[src/rtl/haze_fixed_pkg.sv]
// Fixed-point formats and helpers shared across the haze-removal recovery datapath.
package haze_fixed_pkg;

  localparam int unsigned TRANS_IN_W     = 8;    // dark-channel estimate, Q0.8
  localparam int unsigned RECIP_OUT_W    = 8;    // 1/t result width
  localparam int unsigned RECIP_OUT_FRAC = 6;    // 1/t result is Q2.6
  localparam int unsigned RECIP_SEG_BITS = 4;    // 16 interpolation segments
  localparam int unsigned T_FLOOR_CLAMP  = 167;  // x ceiling, keeps t above ~0.35

  // Integer encoding of 1.0 in a format with frac_bits fractional bits.
  function automatic int unsigned one_q(input int unsigned frac_bits);
    return 32'd1 << frac_bits;
  endfunction

  // Half-LSB bias added before dropping 'shift' bits (round half up).
  function automatic int unsigned round_bias(input int unsigned shift);
    return (shift == 0) ? 32'd0 : (32'd1 << (shift - 1));
  endfunction

  // Table entry k: round(1.0 / (1 - k/2**seg_bits)) in the output format, clipped to full scale.
  function automatic int unsigned recip_entry(input int unsigned k,
                                              input int unsigned seg_bits,
                                              input int unsigned out_frac,
                                              input int unsigned out_w);
    int unsigned max_v;
    int unsigned den;
    int unsigned num;
    int unsigned q;
    max_v = (32'd1 << out_w) - 32'd1;
    den   = (32'd1 << seg_bits) - k;
    num   = one_q(out_frac) << seg_bits;
    if (den == 32'd0) q = max_v;
    else              q = (32'd2 * num + den) / (32'd2 * den);
    return (q > max_v) ? max_v : q;
  endfunction

endpackage

[src/rtl/reciprocal_table_ram.sv]
// Coarse 1/(1-x) breakpoint table: one write port, two registered read-first read ports.
module reciprocal_table_ram
  import haze_fixed_pkg::*;
#(
  parameter int unsigned SEG_BITS = RECIP_SEG_BITS,
  parameter int unsigned OUT_W    = RECIP_OUT_W,
  parameter int unsigned OUT_FRAC = RECIP_OUT_FRAC
) (
  input  logic              clk,
  input  logic              we,
  input  logic [SEG_BITS:0] waddr,
  input  logic [OUT_W-1:0]  wdata,
  input  logic              re,
  input  logic [SEG_BITS:0] raddr_a,
  input  logic [SEG_BITS:0] raddr_b,
  output logic [OUT_W-1:0]  rdata_a,
  output logic [OUT_W-1:0]  rdata_b
);

  localparam int unsigned AW    = SEG_BITS + 1;
  localparam int unsigned DEPTH = (1 << SEG_BITS) + 1;

  typedef logic [DEPTH-1:0][OUT_W-1:0] table_t;

  function automatic table_t init_table();
    table_t t;
    t = '0;
    for (int unsigned k = 0; k < DEPTH; k++) begin
      t[AW'(k)] = OUT_W'(recip_entry(k, SEG_BITS, OUT_FRAC, OUT_W));
    end
    return t;
  endfunction

  // Contents survive reset; only the elaboration-time image seeds them.
  table_t mem = init_table();

  logic waddr_ok;
  assign waddr_ok = (waddr <= AW'(DEPTH - 1));

  // Non-blocking write and read in one block gives read-first behaviour.
  always_ff @(posedge clk) begin
    if (we && waddr_ok) mem[waddr] <= wdata;
    if (re) begin
      rdata_a <= mem[raddr_a];
      rdata_b <= mem[raddr_b];
    end
  end

endmodule

[src/rtl/transmission_reciprocal_unit.sv]
// Streaming 1/(1-x) unit: clamp and split x, read two breakpoints, interpolate with rounding and saturation.
module transmission_reciprocal_unit
  import haze_fixed_pkg::*;
#(
  parameter int unsigned IN_W          = TRANS_IN_W,
  parameter int unsigned OUT_W         = RECIP_OUT_W,
  parameter int unsigned OUT_FRAC      = RECIP_OUT_FRAC,
  parameter int unsigned SEG_BITS      = RECIP_SEG_BITS,
  parameter int unsigned CLAMP_DEFAULT = T_FLOOR_CLAMP
) (
  input  logic              clk,
  input  logic              rst,
  input  logic              cfg_we,
  input  logic [SEG_BITS:0] cfg_addr,
  input  logic [OUT_W-1:0]  cfg_wdata,
  input  logic              cfg_clamp_we,
  input  logic [IN_W-1:0]   cfg_clamp,
  input  logic              in_valid,
  output logic              in_ready,
  input  logic [IN_W-1:0]   in_data,
  output logic              out_valid,
  input  logic              out_ready,
  output logic [OUT_W-1:0]  out_data,
  output logic              out_sat
);

  localparam int unsigned F     = IN_W - SEG_BITS;
  localparam int unsigned FW    = (F > 0) ? F : 1;
  localparam int unsigned AW    = SEG_BITS + 1;
  localparam int unsigned PW    = OUT_W + FW + 3;
  localparam int unsigned MAX_V = (1 << OUT_W) - 1;
  localparam int unsigned BIAS  = round_bias(F);

  logic                en;
  logic [IN_W-1:0]     clamp;
  logic [IN_W-1:0]     x_c;
  logic [SEG_BITS-1:0] idx_c;
  logic [FW-1:0]       frac_c;
  logic                v1;
  logic                v2;
  logic                sat1;
  logic                sat2;
  logic [SEG_BITS-1:0] idx1;
  logic [FW-1:0]       frac1;
  logic [FW-1:0]       frac2;
  logic [OUT_W-1:0]    t_lo;
  logic [OUT_W-1:0]    t_hi;
  logic [AW-1:0]       raddr_lo;
  logic [AW-1:0]       raddr_hi;
  logic signed [PW-1:0] t_lo_s;
  logic signed [PW-1:0] t_hi_s;
  logic signed [PW-1:0] prod_s;
  logic signed [PW-1:0] y_s;
  logic [OUT_W-1:0]    y_c;
  logic                sat_c;

  // Whole pipeline advances together; a stalled output freezes every stage.
  assign en       = !out_valid || out_ready;
  assign in_ready = en && !rst;

  // S1 combinational: apply the t floor, split into segment index and fraction.
  always_comb begin
    x_c    = (in_data > clamp) ? clamp : in_data;
    idx_c  = x_c[IN_W-1 -: SEG_BITS];
    frac_c = '0;
    if (F > 0) frac_c = x_c[FW-1:0];
  end

  assign raddr_lo = {1'b0, idx1};
  assign raddr_hi = {1'b0, idx1} + AW'(1);

  reciprocal_table_ram #(
    .SEG_BITS (SEG_BITS),
    .OUT_W    (OUT_W),
    .OUT_FRAC (OUT_FRAC)
  ) u_table (
    .clk     (clk),
    .we      (cfg_we),
    .waddr   (cfg_addr),
    .wdata   (cfg_wdata),
    .re      (en),
    .raddr_a (raddr_lo),
    .raddr_b (raddr_hi),
    .rdata_a (t_lo),
    .rdata_b (t_hi)
  );

  // S3 combinational: y = T[i] + round((T[i+1]-T[i]) * frac / 2**F), then clip to the output range.
  // Reaching full scale is flagged: the top breakpoints are themselves clipped values of 1/t.
  always_comb begin
    y_c    = '0;
    sat_c  = sat2;
    t_lo_s = $signed(PW'(t_lo));
    t_hi_s = $signed(PW'(t_hi));
    prod_s = (t_hi_s - t_lo_s) * $signed(PW'(frac2));
    y_s    = t_lo_s + ((prod_s + $signed(PW'(BIAS))) >>> F);
    if (y_s[PW-1]) begin
      y_c = '0;
    end else if (y_s >= $signed(PW'(MAX_V))) begin
      y_c   = OUT_W'(MAX_V);
      sat_c = 1'b1;
    end else begin
      y_c = OUT_W'(y_s);
    end
  end

  always_ff @(posedge clk) begin
    if (rst) begin
      v1        <= 1'b0;
      v2        <= 1'b0;
      out_valid <= 1'b0;
      out_data  <= '0;
      out_sat   <= 1'b0;
      clamp     <= IN_W'(CLAMP_DEFAULT);
    end else begin
      if (cfg_clamp_we) clamp <= cfg_clamp;
      if (en) begin
        v1        <= in_valid;
        idx1      <= idx_c;
        frac1     <= frac_c;
        sat1      <= (in_data > clamp);
        v2        <= v1;
        frac2     <= frac1;
        sat2      <= sat1;
        out_valid <= v2;
        if (v2) begin
          out_data <= y_c;
          out_sat  <= sat_c;
        end
      end
    end
  end

endmodule

[config.mk]
export PLATFORM = sky130hd
export DESIGN_NAME = transmission_reciprocal_unit
export DESIGN_NICKNAME = d
export VERILOG_FILES = /design/src/rtl/haze_fixed_pkg.sv /design/src/rtl/reciprocal_table_ram.sv /design/src/rtl/transmission_reciprocal_unit.sv
export SDC_FILE = /design/constraint.sdc
export NUM_CORES = 1
export LEC_CHECK = 0
export BUFFER_PORTS_ARGS = -buffer_cell sky130_fd_sc_hd__buf_2
export CELL_PAD_IN_SITES_DETAIL_PLACEMENT = 0
export CELL_PAD_IN_SITES_GLOBAL_PLACEMENT = 1
export CORE_MARGIN = 1
export CORE_UTILIZATION = 25
export CTS_CLUSTER_DIAMETER = 50
export DETAILED_ROUTE_END_ITERATION = 16
export HOLD_SLACK_MARGIN = 0.12
export PLACE_DENSITY_LB_ADDON = 0.3
export REMOVE_ABC_BUFFERS = 1
export SLEW_MARGIN = 20
export SYNTH_ARGS = -nofsm -noshare
export SYNTH_HDL_FRONTEND = slang
export SYNTH_SLANG_ARGS = --single-unit
[constraint.sdc]
create_clock -name clk -period 11.35 [get_ports clk]
set_clock_uncertainty 0.15 [all_clocks]
set_input_delay 3.405 -clock clk [delete_from_list [all_inputs] [get_ports clk]]
set_output_delay 3.405 -clock clk [all_outputs]
set_load 0.02 [all_outputs]
==> flow_summary.html <==
<table>
<tr><th>Metric</th><th>Value</th></tr>
<tr><th colspan="2">Logic synthesis</th></tr>
<tr><td>Synth async-reset ratio</td><td>0</td></tr>
<tr><td>Synthesis Warnings</td><td>0</td></tr>
<tr><td>Synth top area share</td><td>0.4684</td></tr>
<tr><td>Top cells by area, synth</td><td>sky130_fd_sc_hd__edfxtp_1, sky130_fd_sc_hd__mux4_2, sky130_fd_sc_hd__ha_1, sky130_fd_sc_hd__fa_1, sky130_fd_sc_hd__dfxtp_1</td></tr>
<tr><td>Number of enable-type register cells in the synthesized netlist</td><td>166</td></tr>
<tr><td>Count of state elements after synthesis</td><td>186</td></tr>
<tr><td>Post-Syn Area</td><td>0.01064 mm²</td></tr>
<tr><td>Avg Cell Area, Syn</td><td>13.19 µm²</td></tr>
<tr><td>Top flip-flop cell by instance count after synthesis</td><td>sky130_fd_sc_hd__edfxtp_1</td></tr>
<tr><td>Library cells used by synthesis</td><td>56</td></tr>
<tr><td>Library cell occupying the most area in the post-synthesis netlist</td><td>sky130_fd_sc_hd__edfxtp_1</td></tr>
<tr><td>Sequential fraction of the synthesis area</td><td>0.5061</td></tr>
<tr><td>Number of standard cells after synthesis</td><td>roughly 800</td></tr>
<tr><th colspan="2">Critical path</th></tr>
<tr><td>Cell Chain, Critical Path</td><td>buf_2, nand2b_1, and2_1, buf_2</td></tr>
<tr><td>Max stage delay on crit path</td><td>0.72 ns</td></tr>
<tr><td>Reg-to-Reg Start</td><td>u_table.rdata_a[1]$_DFFE_PN_</td></tr>
<tr><td>Reg2reg setup slack</td><td>4.37 ns</td></tr>
<tr><td>Slowest CP cell</td><td>sky130_fd_sc_hd__nand2b_1</td></tr>
<tr><td>FF-to-FF path depth</td><td>29</td></tr>
<tr><td>Critical Path Start</td><td>out_ready</td></tr>
<tr><td>Crit Path Category</td><td>in -&gt; out</td></tr>
<tr><td>Capturing element of the worst setup path</td><td>in_ready</td></tr>
<tr><td>Reg2Reg Capture Point</td><td>out_data[6]$_SDFFE_PP0P_</td></tr>
<tr><td>CP max FO</td><td>23</td></tr>
<tr><td>Worst EP required</td><td>7.80 ns</td></tr>
<tr><td>Dominant cell type by count on the critical path</td><td>sky130_fd_sc_hd__buf_2</td></tr>
<tr><td>Sort of element at the end of the critical path</td><td>primary output</td></tr>
<tr><td>Crit start category</td><td>input port</td></tr>
<tr><td>Arrival time at the worst endpoint</td><td>between 5 and 6 ns</td></tr>
<tr><th colspan="2">Routing</th></tr>
<tr><td>Detailed-router iteration count before antenna repair</td><td>5</td></tr>
<tr><td>Drt via density</td><td>4.597</td></tr>
<tr><td>Iter 0 DRT Violations</td><td>346</td></tr>
<tr><td># DRC</td><td>0</td></tr>
<tr><td>Post-Route WL</td><td>24450 µm</td></tr>
<tr><td>Vias</td><td>around 6400</td></tr>
<tr><td>Post-detailed-route count of antenna-violating nets</td><td>0</td></tr>
<tr><td>Average wire length per cell after detail routing</td><td>~17 µm</td></tr>
<tr><th colspan="2">Clock tree</th></tr>
<tr><td>Num Clock Sinks</td><td>between 150 and 200</td></tr>
<tr><td>Max Buffers Root-to-Sink</td><td>2</td></tr>
<tr><td>Root cell of the clock tree</td><td>sky130_fd_sc_hd__clkbuf_16</td></tr>
<tr><td>Post-CTS Repair Setup Buffers</td><td>0</td></tr>
<tr><td>Clock tree from TritonCTS</td><td>yes</td></tr>
<tr><td>Clock latency on the worst-skew pair</td><td>~0.43 ns</td></tr>
<tr><td>Count of hold-fix buffers inserted at cts</td><td>0</td></tr>
<tr><td>Clock buffers created by TritonCTS</td><td>17</td></tr>
<tr><td>Number of levels in the clock H-tree</td><td>4</td></tr>
<tr><td>Number of gates resized after CTS</td><td>0</td></tr>
<tr><td>Clock input transition at the sequential cells of the worst setup and hold paths</td><td>0.07 ns</td></tr>
<tr><th colspan="2">Place</th></tr>
<tr><td>Routability-driven placement congestion ratio</td><td>0.7650</td></tr>
<tr><td>Total half-perimeter wirelength after legalization and detailed placement</td><td>17960 µm</td></tr>
<tr><td>Port Buffer Count</td><td>45</td></tr>
<tr><th colspan="2">Layout</th></tr>
<tr><td>Combined area of the multi-input logic cells</td><td>just under 0.005 mm²</td></tr>
<tr><td>Inserted Diodes</td><td>0</td></tr>
<tr><td>Net count, final</td><td>around 970</td></tr>
<tr><td>Signed area change from the synthesized netlist to the final layout</td><td>13.64%</td></tr>
<tr><td>Number of fillers in the final layout</td><td>4247</td></tr>
<tr><td>Area of all sequential standard cells</td><td>0.005385 mm²</td></tr>
<tr><td>Layout cells sized above 1</td><td>0.1852</td></tr>
<tr><td>Leading cell type in the layout, fill and taps excluded</td><td>sky130_fd_sc_hd__edfxtp_1</td></tr>
<tr><td>Most frequent cells in the layout</td><td>sky130_fd_sc_hd__edfxtp_1, sky130_fd_sc_hd__nand2_1, sky130_fd_sc_hd__inv_1</td></tr>
<tr><th colspan="2">Outcome</th></tr>
<tr><td>Status</td><td>finished, final reports clean</td></tr>
<tr><th colspan="2">Timing</th></tr>
<tr><td>Hold Fails Final Rpt</td><td>0</td></tr>
<tr><td>Highest attainable clock frequency</td><td>114.3 MHz</td></tr>
<tr><td>Unrepaired setup endpoints after global routing</td><td>no</td></tr>
<tr><td>Relative slew slack</td><td>0.2893</td></tr>
<tr><td>Time the final worst path needs with I/O delays and setup</td><td>8.747 ns</td></tr>
<tr><td>Setup total negative slack</td><td>0 ns</td></tr>
<tr><td>Transition time at the pin with the least slew margin</td><td>1.062 ns</td></tr>
<tr><td>Max-slew violations</td><td>0</td></tr>
<tr><td>Number of setup violations in the final report</td><td>0</td></tr>
<tr><td>Share of the clock period used by the worst path after layout</td><td>0.7707</td></tr>
<tr><th colspan="2">GRT</th></tr>
<tr><td>Remaining global-route overflow</td><td>0</td></tr>
<tr><td>Largest net degree at the start of global routing</td><td>68</td></tr>
<tr><td>Antenna violations before repair</td><td>0</td></tr>
<tr><td>Vias in the first global route</td><td>6666</td></tr>
<tr><td>Wire length of the first global-routing pass</td><td>~39000 µm</td></tr>
<tr><td>Overall fraction of global-route tracks in use</td><td>0.1165</td></tr>
<tr><th colspan="2">Die</th></tr>
<tr><td>Die area</td><td>0.04340 mm²</td></tr>
<tr><td>Core outline area</td><td>0.04195 mm²</td></tr>
<tr><td>Die W</td><td>208.3 µm</td></tr>
<tr><td>Height of the chip</td><td>~210 µm</td></tr>
<tr><td>Number of top-level pins</td><td>46</td></tr>
<tr><td>Placement Rows</td><td>75</td></tr>
<tr><td>Initial core utilization</td><td>0.2537</td></tr>
<tr><th colspan="2">Hold path</th></tr>
<tr><td>Type of the most critical hold path</td><td>reg -&gt; reg</td></tr>
<tr><th colspan="2">Run</th></tr>
<tr><td>Total of max-cap violations</td><td>0</td></tr>
</table>
[cell type report]
| type | count | area share |
|---|---|---|
| Tap cell | 539 | 0.05577 |
| Timing Repair Buffer | 57 | 0.02607 |
| Sequential cell | 186 | 0.4453 |
| Inverter | 59 | 0.01831 |
| Multi-Input combinational cell | 530 | 0.4084 |
| Clock buffer | 22 | 0.03932 |
| Clock inverter | 10 | 0.006829 |
[worst max-delay path: cells and delay by family]
kind / cells / cell delay, ns
simple gates: 2 / 1.42
buf+inv: 2 / 0.37
[per-stage QoR]
step / setup WS, ns / cell area (µm²) / hold slack, ns / instances / utilization
floorplan: 3.175 / 10510 / 0.2503 / 775 / -
global placement: 2.602 / 11530 / 0.2519 / 1371 / 0.2749
detailed placement: 2.554 / 11530 / 0.2545 / 1371 / 0.2749
CTS: 2.554 / 12090 / 0.2718 / 1403 / 0.2882
global route: 2.416 / 12090 / 0.2749 / 1403 / 0.2883
finish: 2.603 / 12090 / 0.2712 / 1403 / 0.2883
[cell families after synthesis]
kind of cell	Yosys count	synth area share
compound gates	124	0.08207
flops	186	0.5061
xor+xnor	21	0.01728
buf+inv	91	0.03351
fa+ha+maj	80	0.1103
simple gates	207	0.1005
mux	98	0.1503
[cells in the mapped netlist, types with 3 or more instances]
cell type and number:
sky130_fd_sc_hd__mux2_2 9, sky130_fd_sc_hd__a21o_1 9, sky130_fd_sc_hd__a32o_1 8, sky130_fd_sc_hd__xor2_1 9, sky130_fd_sc_hd__dfxtp_1 20, sky130_fd_sc_hd__nor3_2 3, sky130_fd_sc_hd__mux2i_1 36, sky130_fd_sc_hd__nor2b_1 11
sky130_fd_sc_hd__and2_1 26, sky130_fd_sc_hd__a22oi_1 8, sky130_fd_sc_hd__buf_1 9, sky130_fd_sc_hd__clkbuf_1 16, sky130_fd_sc_hd__nand2b_1 14, sky130_fd_sc_hd__inv_1 59, sky130_fd_sc_hd__and3_1 5, sky130_fd_sc_hd__mux2_1 5
sky130_fd_sc_hd__edfxtp_1 166, sky130_fd_sc_hd__xnor2_1 12, sky130_fd_sc_hd__a221o_1 7, sky130_fd_sc_hd__a21boi_1 3, sky130_fd_sc_hd__fa_1 23, sky130_fd_sc_hd__buf_2 6, sky130_fd_sc_hd__nand3b_1 8, sky130_fd_sc_hd__a221oi_1 8
sky130_fd_sc_hd__o21a_1 4, sky130_fd_sc_hd__nand2_1 72, sky130_fd_sc_hd__o21ai_0 15, sky130_fd_sc_hd__o21ai_1 11, sky130_fd_sc_hd__a211oi_1 3, sky130_fd_sc_hd__o211ai_1 9, sky130_fd_sc_hd__ha_1 57, sky130_fd_sc_hd__nor2_1 33
sky130_fd_sc_hd__a21oi_1 27, sky130_fd_sc_hd__nor3b_1 4, sky130_fd_sc_hd__nand3_1 14, sky130_fd_sc_hd__mux4_2 48, sky130_fd_sc_hd__nor3_1 7
[worst min path at each step]
stage,start,end,cells past startpoint
finish,frac1[3]$_DFFE_PP_,frac2[3]$_DFFE_PP_,0
global route,frac1[3]$_DFFE_PP_,frac2[3]$_DFFE_PP_,0
CTS,frac1[3]$_DFFE_PP_,frac2[3]$_DFFE_PP_,0
detailed placement,frac1[3]$_DFFE_PP_,frac2[3]$_DFFE_PP_,0
global placement,frac1[0]$_DFFE_PP_,frac2[0]$_DFFE_PP_,0
floorplan,frac1[0]$_DFFE_PP_,frac2[0]$_DFFE_PP_,0
[sequential cells by signal, summed over array words and instances, names as in the netlist]
register / cells
u_table.rdata_a: 8
frac1: 4
v1: 1
clamp: 8
idx1: 4
out_valid: 1
u_table.mem: 136
sat1: 1
out_data: 8
frac2: 4
u_table.rdata_b: 8
out_sat: 1
v2: 1
sat2: 1
[routing by layer]
metal,vias to the layer above,track usage,share of wire
met5,-,0,0
met3,16,0.01645,0.022
met4,0,0.02682,0.0099
met1,3216,0.1613,0.49
li1,3129,-,-
met2,88,0.1923,0.48
Power is not shown: default switching activity piles up to over one toggle a cycle in this logic, so the estimate is an artifact.
